## src/rtl/iir_pkg.sv

```systemverilog
// iir_pkg: shared widths, mode encodings, FSM states and sample limits for the IIR output stage.
package iir_pkg;
   localparam int ACC_W = 48;
   localparam int SMP_W = 32;
   localparam logic [1:0] EN_IDLE   = 2'b00;
   localparam logic [1:0] EN_RUN    = 2'b01;
   localparam logic [1:0] EN_BYPASS = 2'b10;
   localparam logic [1:0] EN_HOLD   = 2'b11;
   localparam logic signed [SMP_W-1:0] SMP_MAX = 32'sh7fff_ffff;
   localparam logic signed [SMP_W-1:0] SMP_MIN = 32'sh8000_0000;
   typedef enum logic [2:0] {
      ST_IDLE, ST_FLUSH, ST_WARMUP, ST_RUN, ST_BYPASS, ST_HOLD
   } state_t;
endpackage

```

## src/rtl/iir_fb_combiner_if.sv

```systemverilog
// iir_fb_combiner_if: section sums in, registered output and pole feedback out.
interface iir_fb_combiner_if;
   import iir_pkg::*;
   logic                    in_valid;
   logic signed [ACC_W-1:0] zero_sum;
   logic signed [ACC_W-1:0] pole_sum;
   logic signed [SMP_W-1:0] y_fb;
   logic signed [SMP_W-1:0] y_out;
   logic                    out_valid;
   modport master (output in_valid, zero_sum, pole_sum, input y_fb, y_out, out_valid);
   modport slave  (input in_valid, zero_sum, pole_sum, output y_fb, y_out, out_valid);
endinterface

```

## src/rtl/iir_round_sat.sv

```systemverilog
// iir_round_sat: arithmetic right shift by FRAC_BITS then saturate to OUT_W.
// IIR_FB_ROUND_EN defined: round-half-up before the shift; undefined: floor.
module iir_round_sat #(
   parameter int IN_W      = 49,
   parameter int FRAC_BITS = 10,
   parameter int OUT_W     = 32
) (
   input  logic signed [IN_W-1:0]  d,
   output logic signed [OUT_W-1:0] y,
   output logic                    sat
);
   typedef logic signed [IN_W:0] wide_t;
   localparam wide_t MAXV = (wide_t'(1) <<< (OUT_W-1)) - wide_t'(1);
   localparam wide_t MINV = -(wide_t'(1) <<< (OUT_W-1));
   wide_t r;
   logic  hi, lo;
`ifdef IIR_FB_ROUND_EN
   localparam wide_t HALF = wide_t'(1) <<< (FRAC_BITS-1);
   assign r = (wide_t'(d) + HALF) >>> FRAC_BITS;
`else
   assign r = wide_t'(d) >>> FRAC_BITS;
`endif
   assign hi  = r > MAXV;
   assign lo  = r < MINV;
   assign sat = hi | lo;
   assign y   = hi ? {1'b0, {(OUT_W-1){1'b1}}} : lo ? {1'b1, {(OUT_W-1){1'b0}}} : r[OUT_W-1:0];
endmodule

```

## src/rtl/iir_fb_combiner.sv

```systemverilog
// iir_fb_combiner: IIR output stage, (zero_sum - pole_sum) rescaled, saturated and registered as y_out / y_fb.
// Mode FSM flushes feedback history and masks warm-up samples. Define IIR_FB_ROUND_EN for round-half-up.
module iir_fb_combiner
   import iir_pkg::*;
#(
   parameter int FRAC_BITS      = 10,
   parameter int FLUSH_CYCLES   = 7,
   parameter int WARMUP_SAMPLES = 8,
   parameter int CNT_W          = 16
) (
   input  logic             clk,
   input  logic             rst_n,
   input  logic [1:0]       en,
   input  logic             clr_sat,
   iir_fb_combiner_if.slave bus,
   output logic             sat_flag,
   output logic [CNT_W-1:0] sat_cnt,
   output logic [2:0]       state_o
);
   localparam int FW = $clog2(FLUSH_CYCLES+1);
   localparam int WW = $clog2(WARMUP_SAMPLES+1);
   state_t                  st, nxt;
   logic [FW-1:0]           fcnt;
   logic [WW-1:0]           wcnt;
   logic signed [ACC_W:0]   d;
   logic signed [ACC_W-1:0] ps;
   logic signed [SMP_W-1:0] y_reg, rs;
   logic                    v1, v2, sat, active;

   iir_round_sat #(.IN_W(ACC_W+1), .FRAC_BITS(FRAC_BITS), .OUT_W(SMP_W)) u_rs (
      .d(d), .y(rs), .sat(sat)
   );

   always_ff @(posedge clk)
      st <= !rst_n ? ST_IDLE : nxt;

   always_comb begin
      nxt = st;
      unique case (st)
         ST_IDLE:   nxt = (en == EN_RUN || en == EN_BYPASS) ? ST_FLUSH : ST_IDLE;
         ST_FLUSH:  nxt = en == EN_IDLE ? ST_IDLE : fcnt != '0 ? ST_FLUSH :
                          en == EN_BYPASS ? ST_BYPASS : ST_WARMUP;
         ST_WARMUP: nxt = en == EN_IDLE ? ST_IDLE : en == EN_BYPASS ? ST_FLUSH :
                          (v2 && wcnt == WW'(WARMUP_SAMPLES-1)) ? ST_RUN : ST_WARMUP;
         ST_RUN:    nxt = en == EN_IDLE ? ST_IDLE : en == EN_HOLD ? ST_HOLD :
                          en == EN_BYPASS ? ST_FLUSH : ST_RUN;
         ST_BYPASS: nxt = en == EN_IDLE ? ST_IDLE : en == EN_RUN ? ST_FLUSH : ST_BYPASS;
         ST_HOLD:   nxt = en == EN_IDLE ? ST_IDLE : en == EN_RUN ? ST_RUN : ST_HOLD;
         default:   nxt = ST_IDLE;
      endcase
   end

   always_comb begin
      active        = st inside {ST_WARMUP, ST_RUN, ST_BYPASS};
      ps            = st == ST_BYPASS ? '0 : bus.pole_sum;
      bus.y_out     = st == ST_IDLE ? '0 : y_reg;
      bus.y_fb      = st inside {ST_IDLE, ST_FLUSH, ST_BYPASS} ? '0 : y_reg;
      bus.out_valid = v2 && (st == ST_RUN || st == ST_BYPASS);
      state_o       = st;
   end

   // flush length counts down from entry; warm-up counts completed samples
   always_ff @(posedge clk)
      if (!rst_n) begin
         fcnt <= '0;
         wcnt <= '0;
      end else begin
         fcnt <= (nxt == ST_FLUSH && st != ST_FLUSH) ? FW'(FLUSH_CYCLES-1) :
                 st == ST_FLUSH ? fcnt - FW'(1) : fcnt;
         wcnt <= st != ST_WARMUP ? '0 : wcnt + WW'(v2);
      end

   // HOLD freezes data but drops v2 so a sample is never reported twice on resume
   always_ff @(posedge clk)
      if (!rst_n) begin
         d     <= '0;
         v1    <= 1'b0;
         v2    <= 1'b0;
         y_reg <= '0;
      end else if (st == ST_HOLD) begin
         v2 <= 1'b0;
      end else if (active) begin
         v1 <= bus.in_valid;
         if (bus.in_valid) d <= (ACC_W+1)'(bus.zero_sum) - (ACC_W+1)'(ps);
         v2 <= v1;
         if (v1) y_reg <= rs;
      end else begin
         v1    <= 1'b0;
         v2    <= 1'b0;
         y_reg <= '0;
      end

   always_ff @(posedge clk)
      if (!rst_n || clr_sat) begin
         sat_flag <= 1'b0;
         sat_cnt  <= '0;
      end else if (active && v1 && sat) begin
         sat_flag <= 1'b1;
         sat_cnt  <= &sat_cnt ? sat_cnt : sat_cnt + CNT_W'(1);
      end
endmodule

```

## src/flat_wrapper.sv

```systemverilog
// flat-port wrapper written by rule: the top's interface ports become plain ports
module iir_fb_combiner_flat import iir_pkg::*;
#(
   parameter int FRAC_BITS      = 10,
   parameter int FLUSH_CYCLES   = 7,
   parameter int WARMUP_SAMPLES = 8,
   parameter int CNT_W          = 16
)
  (clk, rst_n, en, clr_sat, sat_flag, sat_cnt, state_o, bus_in_valid, bus_zero_sum, bus_pole_sum, bus_y_fb, bus_y_out, bus_out_valid);
  iir_fb_combiner_if bus_i ();
  input  logic clk;
  input  logic rst_n;
  input  logic [1:0] en;
  input  logic clr_sat;
  output logic sat_flag;
  output logic [CNT_W-1:0] sat_cnt;
  output logic [2:0] state_o;
  input wire logic [$bits(bus_i.in_valid)-1:0] bus_in_valid;
  input wire logic [$bits(bus_i.zero_sum)-1:0] bus_zero_sum;
  input wire logic [$bits(bus_i.pole_sum)-1:0] bus_pole_sum;
  output wire logic [$bits(bus_i.y_fb)-1:0] bus_y_fb;
  output wire logic [$bits(bus_i.y_out)-1:0] bus_y_out;
  output wire logic [$bits(bus_i.out_valid)-1:0] bus_out_valid;
  assign bus_i.in_valid = bus_in_valid;
  assign bus_i.zero_sum = bus_zero_sum;
  assign bus_i.pole_sum = bus_pole_sum;
  assign bus_y_fb = bus_i.y_fb;
  assign bus_y_out = bus_i.y_out;
  assign bus_out_valid = bus_i.out_valid;
  iir_fb_combiner #(.FRAC_BITS(FRAC_BITS), .FLUSH_CYCLES(FLUSH_CYCLES), .WARMUP_SAMPLES(WARMUP_SAMPLES), .CNT_W(CNT_W)) u_core (.clk(clk), .rst_n(rst_n), .en(en), .clr_sat(clr_sat), .bus(bus_i), .sat_flag(sat_flag), .sat_cnt(sat_cnt), .state_o(state_o));
endmodule
```

## config.mk

```make
export PLATFORM = sky130hd
export DESIGN_NAME = iir_fb_combiner_flat
export DESIGN_NICKNAME = d
export VERILOG_FILES = /design/src/rtl/iir_pkg.sv /design/src/rtl/iir_fb_combiner_if.sv /design/src/rtl/iir_round_sat.sv /design/src/rtl/iir_fb_combiner.sv /design/src/flat_wrapper.sv
export SDC_FILE = /design/constraint.sdc
export NUM_CORES = 1
export LEC_CHECK = 0
export ABC_CLOCK_PERIOD_IN_PS = 4700
export CAP_MARGIN = 20
export CORE_ASPECT_RATIO = 0.8
export CORE_UTILIZATION = 52
export DETAILED_ROUTE_END_ITERATION = 8
export PLACE_DENSITY = 0.82
export SKIP_LAST_GASP = 1
export SLEW_MARGIN = 20
export SYNTH_ARGS = -nofsm -noshare
export SYNTH_HDL_FRONTEND = slang
export SYNTH_HIERARCHICAL = 1
export SYNTH_SLANG_ARGS = --single-unit
```

## constraint.sdc

```tcl
create_clock -name clk -period 4.7 [get_ports clk]
set_input_delay 0.705 -clock clk [delete_from_list [all_inputs] [get_ports clk]]
set_output_delay 0.705 -clock clk [all_outputs]
set_load 0.02 [all_outputs]
```

# ---- After elaboration in Yosys (flattened, before gate mapping)
# Index checks and enable logic that the tools add are counted.
dict set report op_classes {
  div_mod_pow 0
  addsub 4
  n_eq_ne 13
  n_reduce_logical 22
  n_mux 25
  n_shift 0
  mul 0
  magnitude_cmp 2
  bitwise_logic 5
}
# op n
set ops {}
lappend ops {{32-bit two-way mux} 6}
lappend ops {{48-bit by 48-bit subtractor with 49-bit output} 1}
lappend ops {{48-bit two-way mux} 1}
lappend ops {{39-bit by 32-bit > comparator with 1-bit output, second input constant} 1}
lappend ops {{39-bit by 32-bit less-than comparator with 1-bit output, second input constant} 1}
lappend ops {{3-bit two-way mux} 13}
lappend ops {{3-bit case mux with 6 select lines} 1}
lappend ops {{16-bit by 1-bit adder with 16-bit output, second input constant} 1}
lappend ops {{16-bit AND reduction} 1}
lappend ops {{3-bit nonzero test} 3}
lappend ops {{3-bit by 1-bit == test with 1-bit output, second input constant} 2}
lappend ops {{3-bit by 2-bit == test with 1-bit output, second input constant} 2}
lappend ops {{3-bit == test, second input constant} 2}
lappend ops {{1-bit logical AND} 5}
lappend ops {{4-bit by 1-bit adder with 4-bit output} 1}
lappend ops {{2-bit == test, second input constant} 2}
lappend ops {{4-bit by 3-bit == test with 1-bit output, second input constant} 1}
lappend ops {{1-bit NOT} 4}
lappend ops {{2-bit AND reduction} 2}
lappend ops {{2-bit OR reduction} 2}
lappend ops {{3-bit zero test} 1}
lappend ops {{1-bit logical OR} 3}
lappend ops {{1-bit two-way mux} 3}
lappend ops {{3-bit by 1-bit != test with 1-bit output, second input constant} 1}
lappend ops {{other kinds (11)} 11}
dict set report totals {
  latchBits 0
  romBits 0
  register_bits 110
  memories 0
  word_cells 81
  output_inout_bits 85
  input_bits 102
  mem_bits_rw 0
}

# ---- Longest topological paths before layout
# Gate-level depths: netlist of the first run.
dict set report logic_depth {
  word_depth 9
  mapped_depth 17
  mapped_depth_nobuf 14
}

# ---- By module
# Netlist of the first run, hierarchy kept.
# mod area_per_inst_um2 cells_per_inst n_inst
set modules_own_cells {}
lappend modules_own_cells {iir_fb_combiner 7653.6 984 1}
lappend modules_own_cells {iir_round_sat 566.8 86 1}

# ---- Worst setup path after synthesis of the first run
# No wires, ideal clock.
dict set report synth_timing {
  path_kind {register to register}
  start {register u_core.st[0] (netlist: u_core/state_o[0])}
  end {register u_core.d[46]}
  setup_ps 86
  setup_slack_ps 996
  t_required_ps 4614
  arrival_time_ps 3619
  path_stages_with_launch 17
  n_path_buf 3
  cell_sequence {dfxtp_1 clkbuf_1 nor2_1 nand2_1 clkbuf_1 clkbuf_1 nand2_1 ha_1 nor2b_1 o211ai_1 a31oi_1 o41a_2 o211ai_1 a21oi_1 o21ai_1 xor2_1 a211oi_1}
}
dict set report synth_between {
  elab_chain_cells 3
  elab_cells_between_ends 9
}
# element line
set synth_lines {}
lappend synth_lines {{start: declaration} iir_fb_combiner.sv:22} ;# state_t st, nxt;
lappend synth_lines {{start signal: assignment} iir_fb_combiner.sv:35} ;# st <= !rst_n ? ST_IDLE : nxt;
lappend synth_lines {{3-bit == test, or another cell as far along} {iir_fb_combiner.sv:54, iir_fb_combiner.sv:55}}
lappend synth_lines {{48-bit two-way mux, or another cell as far along} iir_fb_combiner.sv:55} ;# ps = st == ST_BYPASS ? '0 : bus.pole_sum;
lappend synth_lines {{48-bit by 48-bit subtractor with 49-bit output / 3-bit AND reduction (equally long branches)} --}
lappend synth_lines {{end signal: assignment} iir_fb_combiner.sv:84} ;# if (bus.in_valid) d <= (ACC_W+1)'(bus.zero_sum) - (ACC_W+1)'(ps);
lappend synth_lines {{end: declaration} iir_fb_combiner.sv:25} ;# logic signed [ACC_W:0] d;
# Parallel ways exist; a longest one is shown, timed or not.
# A chain may end at the register's enable or synchronous reset.

# ---- Worst setup path after layout of the first run
dict set report layout_timing {
  start {register u_core.st[0] (netlist: u_core/state_o[0])}
  end {register u_core.d[32]}
}
# Same word-level chain as after synthesis.

==> results of run 1 <==
metrics by stage:
stage	std cells	hold WS (ps)
final	1339	451
after global routing	1339	486
after CTS	1339	454
after detailed placement	1323	438
after global placement	1323	433
after floorplan	1015	435
metal layers:
layer / GRT usage (%) / vias to the layer above / share of wire [%]
li1: - / 3905 / -
met1: 40.4 / 3624 / 49
met2: 40.7 / 336 / 41
met5: 0 / - / 0
met4: 5.33 / 0 / 0.71
met3: 5.51 / 11 / 9.3
area by class of cell:
type,instances,area (um2),area share [%]
inverters,25,93.8,0.942
multi-input cells,817,5370,53.9
well taps,184,230,2.31
flip-flops and latches,100,2000,20.1
clock buffers,11,233,2.34
repair buffers,197,1940,19.5
clock inverters,5,86.3,0.867
final timing paths:
kind | slack (ps) | startpoint | depth (start not counted) | endpoint
setup / recovery | 880 | u_core/state_o[0] | 14 | u_core/d[32]
hold / removal | 450 | u_core/sat_flag | 2 | u_core/sat_flag
setup reg to reg | 880 | u_core/state_o[0] | 14 | u_core/d[32]
hold reg to reg | 450 | u_core/sat_flag | 2 | u_core/sat_flag
power by group through the flow:
stage | sequential [uW] | clock (uW) | combinational [uW]
global route | 889 | 829 | 864
finish | 887 | 776 | 794
CTS | 887 | 787 | 775
detailed placement | 906 | 0 | 771
global placement | 904 | 0 | 762
floorplan | 898 | 0 | 544
critical path, stage by stage (launching register included):
cell and delay [ps]:
dfxtp_1 640, nor2_1 120, nand2_1 90, buf_4 390
nand2_1 110, ha_1 390, nand4_1 140, or3_1 410
a31o_1 240, a21oi_2 180, o21ai_1 130, o31a_1 300
o41ai_2 310, nand4b_1 160, o311ai_1 110
==> metrics, run 1 <==
worst skew pair latency=340 ps; vias per inst=5.88; fillcell total=1208; Max-Cap Viols=0; largest net degree at the start of global routing=48; YS warnings=6; internal power=1680 uW; global-route wire length before repair=34900 um; Power, Total=2460 uW; CTS Buffer Depth=2; Hold WC Path Type=reg -> reg; final net count=1314; outcome=complete, but fails checks; Routed WL=21400 um; RSZ-0062 raised after global routing=false; Power Density=247 mW/mm2; Congestion Overflow GR=0; routed len/inst=16.0 um; Psw=782 uW; commonest non-fill, non-tap cell in the layout=clkdlybuf4s50_1; post-cts sizing count=0; Worst-path clk slew=70 ps; Lkg Pwr=0.00384 uW; Rel. slew slack=36.5%; number of buffers created by CTS=9; Largest register FFs=39; DRC viols=21; Setup-failing EPs final=0; Area after DPL=0.00964 mm2; Design Area, Final=0.00996 mm2; switch share=31.8%; Comb pwr share=32.3%; post-synthesis area per instance=7.67 um2; Clock Skew=8.16 ps; CP Max Fanout=47; Area growth syn-to-layout=28.0%; Clock power frac=31.6%; CTS tree=built; Die Y=111 um; Crit. End Element=flop; required time worst endpoint=4940 ps; fin crit share=81.3%; Post-CTS Hold Fix Bufs=0; GPL Wtd Cong=0.969; crit path kind=reg -> reg; Setup crit start kind=flop; failing checks=design-rule violations; setup TNS=0 ps; Max VDD drop=0.153 mV; initial antenna violation count=0; power share of the sequential group=36.1%; DP HPWL=16700 um; Synth Instances=1015; setup ws final=878 ps; CTS Root Buffer Type=clkbuf_16; core footprint=0.0144 mm2; Total Routing Usage GR=27.3%; drt first pass iters=9; Sink Count=100; Hold Violations, Final=0; final antenna-violating net count=0; max-slew violations=0; Initial Util=53.9%; die area=0.0155 mm2; I/O Buffers=186; Post-CTS Repair Setup Buffers=0; # IOs=187; H-tree depth=3; Die Wd=139 um; vias in the first global route=7037; # rows=39; Mapped Nets=1179; Post-Syn Area=0.00778 mm2; commonest non-fill, non-tap cells in the layout=186 x clkdlybuf4s50_1, 139 x nand2_1, 100 x dfxtp_1; worst slew pin tran=949 ps; Max Clk Rate=262 MHz; vias post-DR=7876; Tmin final=3820 ps; share of layout cells above drive strength 1=5.37%; # diodes=0; initial DRC count=560; Finished Core Util=69.0%; pre-CTS worst setup slack=966 ps; Worst Path Arrival=4070 ps
(Power assumes the default switching activity.)
==> inputs of run 2 (changes only) <==
--- a/config.mk
+++ b/config.mk
@@ -5,7 +5,7 @@
 export SDC_FILE = /design/constraint.sdc
 export NUM_CORES = 1
 export LEC_CHECK = 0
-export ABC_CLOCK_PERIOD_IN_PS = 4700
+export ABC_CLOCK_PERIOD_IN_PS = 4000
 export CAP_MARGIN = 20
 export CORE_ASPECT_RATIO = 0.8
 export CORE_UTILIZATION = 52
==> constraint.sdc (replaced) <==
create_clock -name clk -period 4 [get_ports clk]
set_input_delay 0.6 -clock clk [delete_from_list [all_inputs] [get_ports clk]]
set_output_delay 0.6 -clock clk [all_outputs]
set_load 0.02 [all_outputs]
==> run 2 against run 1 <==
The run still ends with design-rule violations left. Die area stayed put. First-iteration DRC count is 9.5% higher. Highest routed layer unchanged. Largest power group unchanged. Clock-buffer cell count is 2 lower. Via count hardly changed. Combinational power is 17% higher. Critical path type unchanged. Fmax is 4.4% higher.
==> metrics, run 2 (synthesized netlist as in run 1, its figures left out) <==
largest net degree at the start of global routing=48; Tmin final=3660 ps; Clock power frac=32.1%; Setup crit start kind=flop; Largest register FFs=39; vias in the first global route=7011; commonest non-fill, non-tap cells in the layout=186 x clkdlybuf4s50_1, 139 x nand2_1, 100 x dfxtp_1; CTS Root Buffer Type=clkbuf_16; Worst-path clk slew=70 ps; Hold Violations, Final=0; Max Clk Rate=273 MHz; CTS Buffer Depth=2; failing checks=design-rule violations; Max VDD drop=0.248 mV; max-slew violations=0; CP Max Fanout=15; Setup-failing EPs final=0; # rows=39; vias post-DR=7881; H-tree depth=3; Routed WL=21000 um; Area growth syn-to-layout=28.5%; post-cts sizing count=0; commonest non-fill, non-tap cell in the layout=clkdlybuf4s50_1; Top Family by Delay on Critical Path=compound AO/OA/AOI/OAI gates; Die Wd=139 um; final antenna-violating net count=0; WHS Endpoint=u_core/sat_flag; setup TNS=0 ps; crit path kind=reg -> reg; Max-Cap Viols=0; required time worst endpoint=4240 ps; Congestion Overflow GR=0; worst r2r src=u_core/state_o[2]; Hold WC Path Type=reg -> reg; Design Area, Final=0.0100 mm2; GPL Wtd Cong=0.955; Sink Count=100; met2 usage=39.8%; die area=0.0155 mm2; R2R depth=13; Lkg Pwr=0.00386 uW; Worst R2R End=u_core/d[32]; routed len/inst=15.6 um; Total Routing Usage GR=27.2%; Initial Util=53.9%; fillcell total=1220; Area after DPL=0.00968 mm2; CTS tree=built; worst skew pair latency=340 ps; global route hottest layer=met1; routing usage on met1=41.2%; initial antenna violation count=0; RSZ-0062 raised after global routing=false; met3 Resource Use GR=3.61%; Die Y=111 um; R2R Setup Slk=340 ps; Rel. slew slack=37.0%; Worst Hold Depth=2; number of buffers created by CTS=9; # diodes=0; core footprint=0.0144 mm2; Psw=926 uW; worst slew pin tran=942 ps; Worst Path Arrival=3900 ps; power share of the sequential group=35.8%; drt first pass iters=8; Clock Skew=7.76 ps; Crit. End Element=flop; Bufs and invs on worst path=0; slowest CP cell=dfxtp_1; switch share=32.0%; Comb pwr share=32.1%; crit-path cells=nor3b_2 -> nor2b_1 -> ha_1 -> fa_1 -> nor2b_1 -> o211ai_1 -> a31o_1 -> a21oi_2 -> o21ai_1 -> o31a_1 -> o41ai_2 -> nand4b_1 -> o311ai_1; global-route wire length before repair=35000 um; initial DRC count=613; internal power=1970 uW; fin crit share=91.5%; Worst path most repeated cell=nor2b_1; DP HPWL=16400 um; outcome=complete, but fails checks; I/O Buffers=186; slowest stage delay, CP=610 ps; Post-CTS Repair Setup Buffers=0; share of layout cells above drive strength 1=5.79%; final net count=1317; Power Density=290 mW/mm2; # IOs=187; vias per inst=5.87; DRC viols=21; min-delay src=u_core/sat_flag; Post-CTS Hold Fix Bufs=0
==> run 2: changes by cell type in the layout (fill, tap and decap cells not counted), sizes merged <==
cell	previous run	this run
buf	11	14
clkbuf	11	9
clkinv	3	2
clkinvlp	0	2
inv	25	26
==> run 2: final cells by class <==
type | count | area (um2) | share of cell area [%]
Clock buffer | 9 | 225 | 2.25
Sequential cell | 100 | 2000 | 20.0
Timing Repair Buffer | 200 | 1980 | 19.8
Multi-Input combinational cell | 817 | 5370 | 53.7
Inverter | 25 | 93.8 | 0.938
Tap cell | 184 | 230 | 2.30
Clock inverter | 7 | 100 | 1.00
==> run 2: how the worst max path moves through the flow <==
stage,from,endpoint,cells past startpoint
final,u_core/state_o[2],u_core/d[32],13
after global routing,u_core/state_o[2],u_core/d[32],13
after CTS,u_core/state_o[2],u_core/d[32],13
after detailed placement,u_core/state_o[2],u_core/d[32],13
after global placement,u_core/state_o[2],u_core/d[32],13
after floorplan,u_core/state_o[0],u_core/d[32],16
==> run 2: stage by stage <==
step           util [%]  worst slack (ps)  total power, uW  hold slack (ps)  instances
2_1_floorplan         -               360             1700              435       1015
3_3_place_gp       67.0               453             1960              432       1326
3_5_place_dp       67.0               387             1970              442       1326
4_1_cts            69.3               349             2890              451       1342
5_1_grt            69.3               108             3050              479       1342
6_report           69.3               340             2900              452       1342
==> run 2: power groups by stage <==
| stage | clock [uW] | sequential [uW] | combinational, uW |
|---|---|---|---|
| finish | 931 | 1040 | 930 |
| global route | 984 | 1040 | 1020 |
| CTS | 940 | 1040 | 915 |
| detailed placement | 0 | 1060 | 910 |
| global placement | 0 | 1060 | 898 |
| floorplan | 0 | 1060 | 640 |
==> run 2: routing by layer <==
metal / vias up / share of wire (%)
met5: - / 0
met4: 0 / 1.3
met3: 21 / 8.7
met2: 374 / 40
met1: 3566 / 50
li1: 3920 / -
==> run 2: tightest hold or removal path, stage by stage, from the launching register on <==
cell and delay [ps]:
dfxtp_1 310, inv_1 50, a21oi_1 50
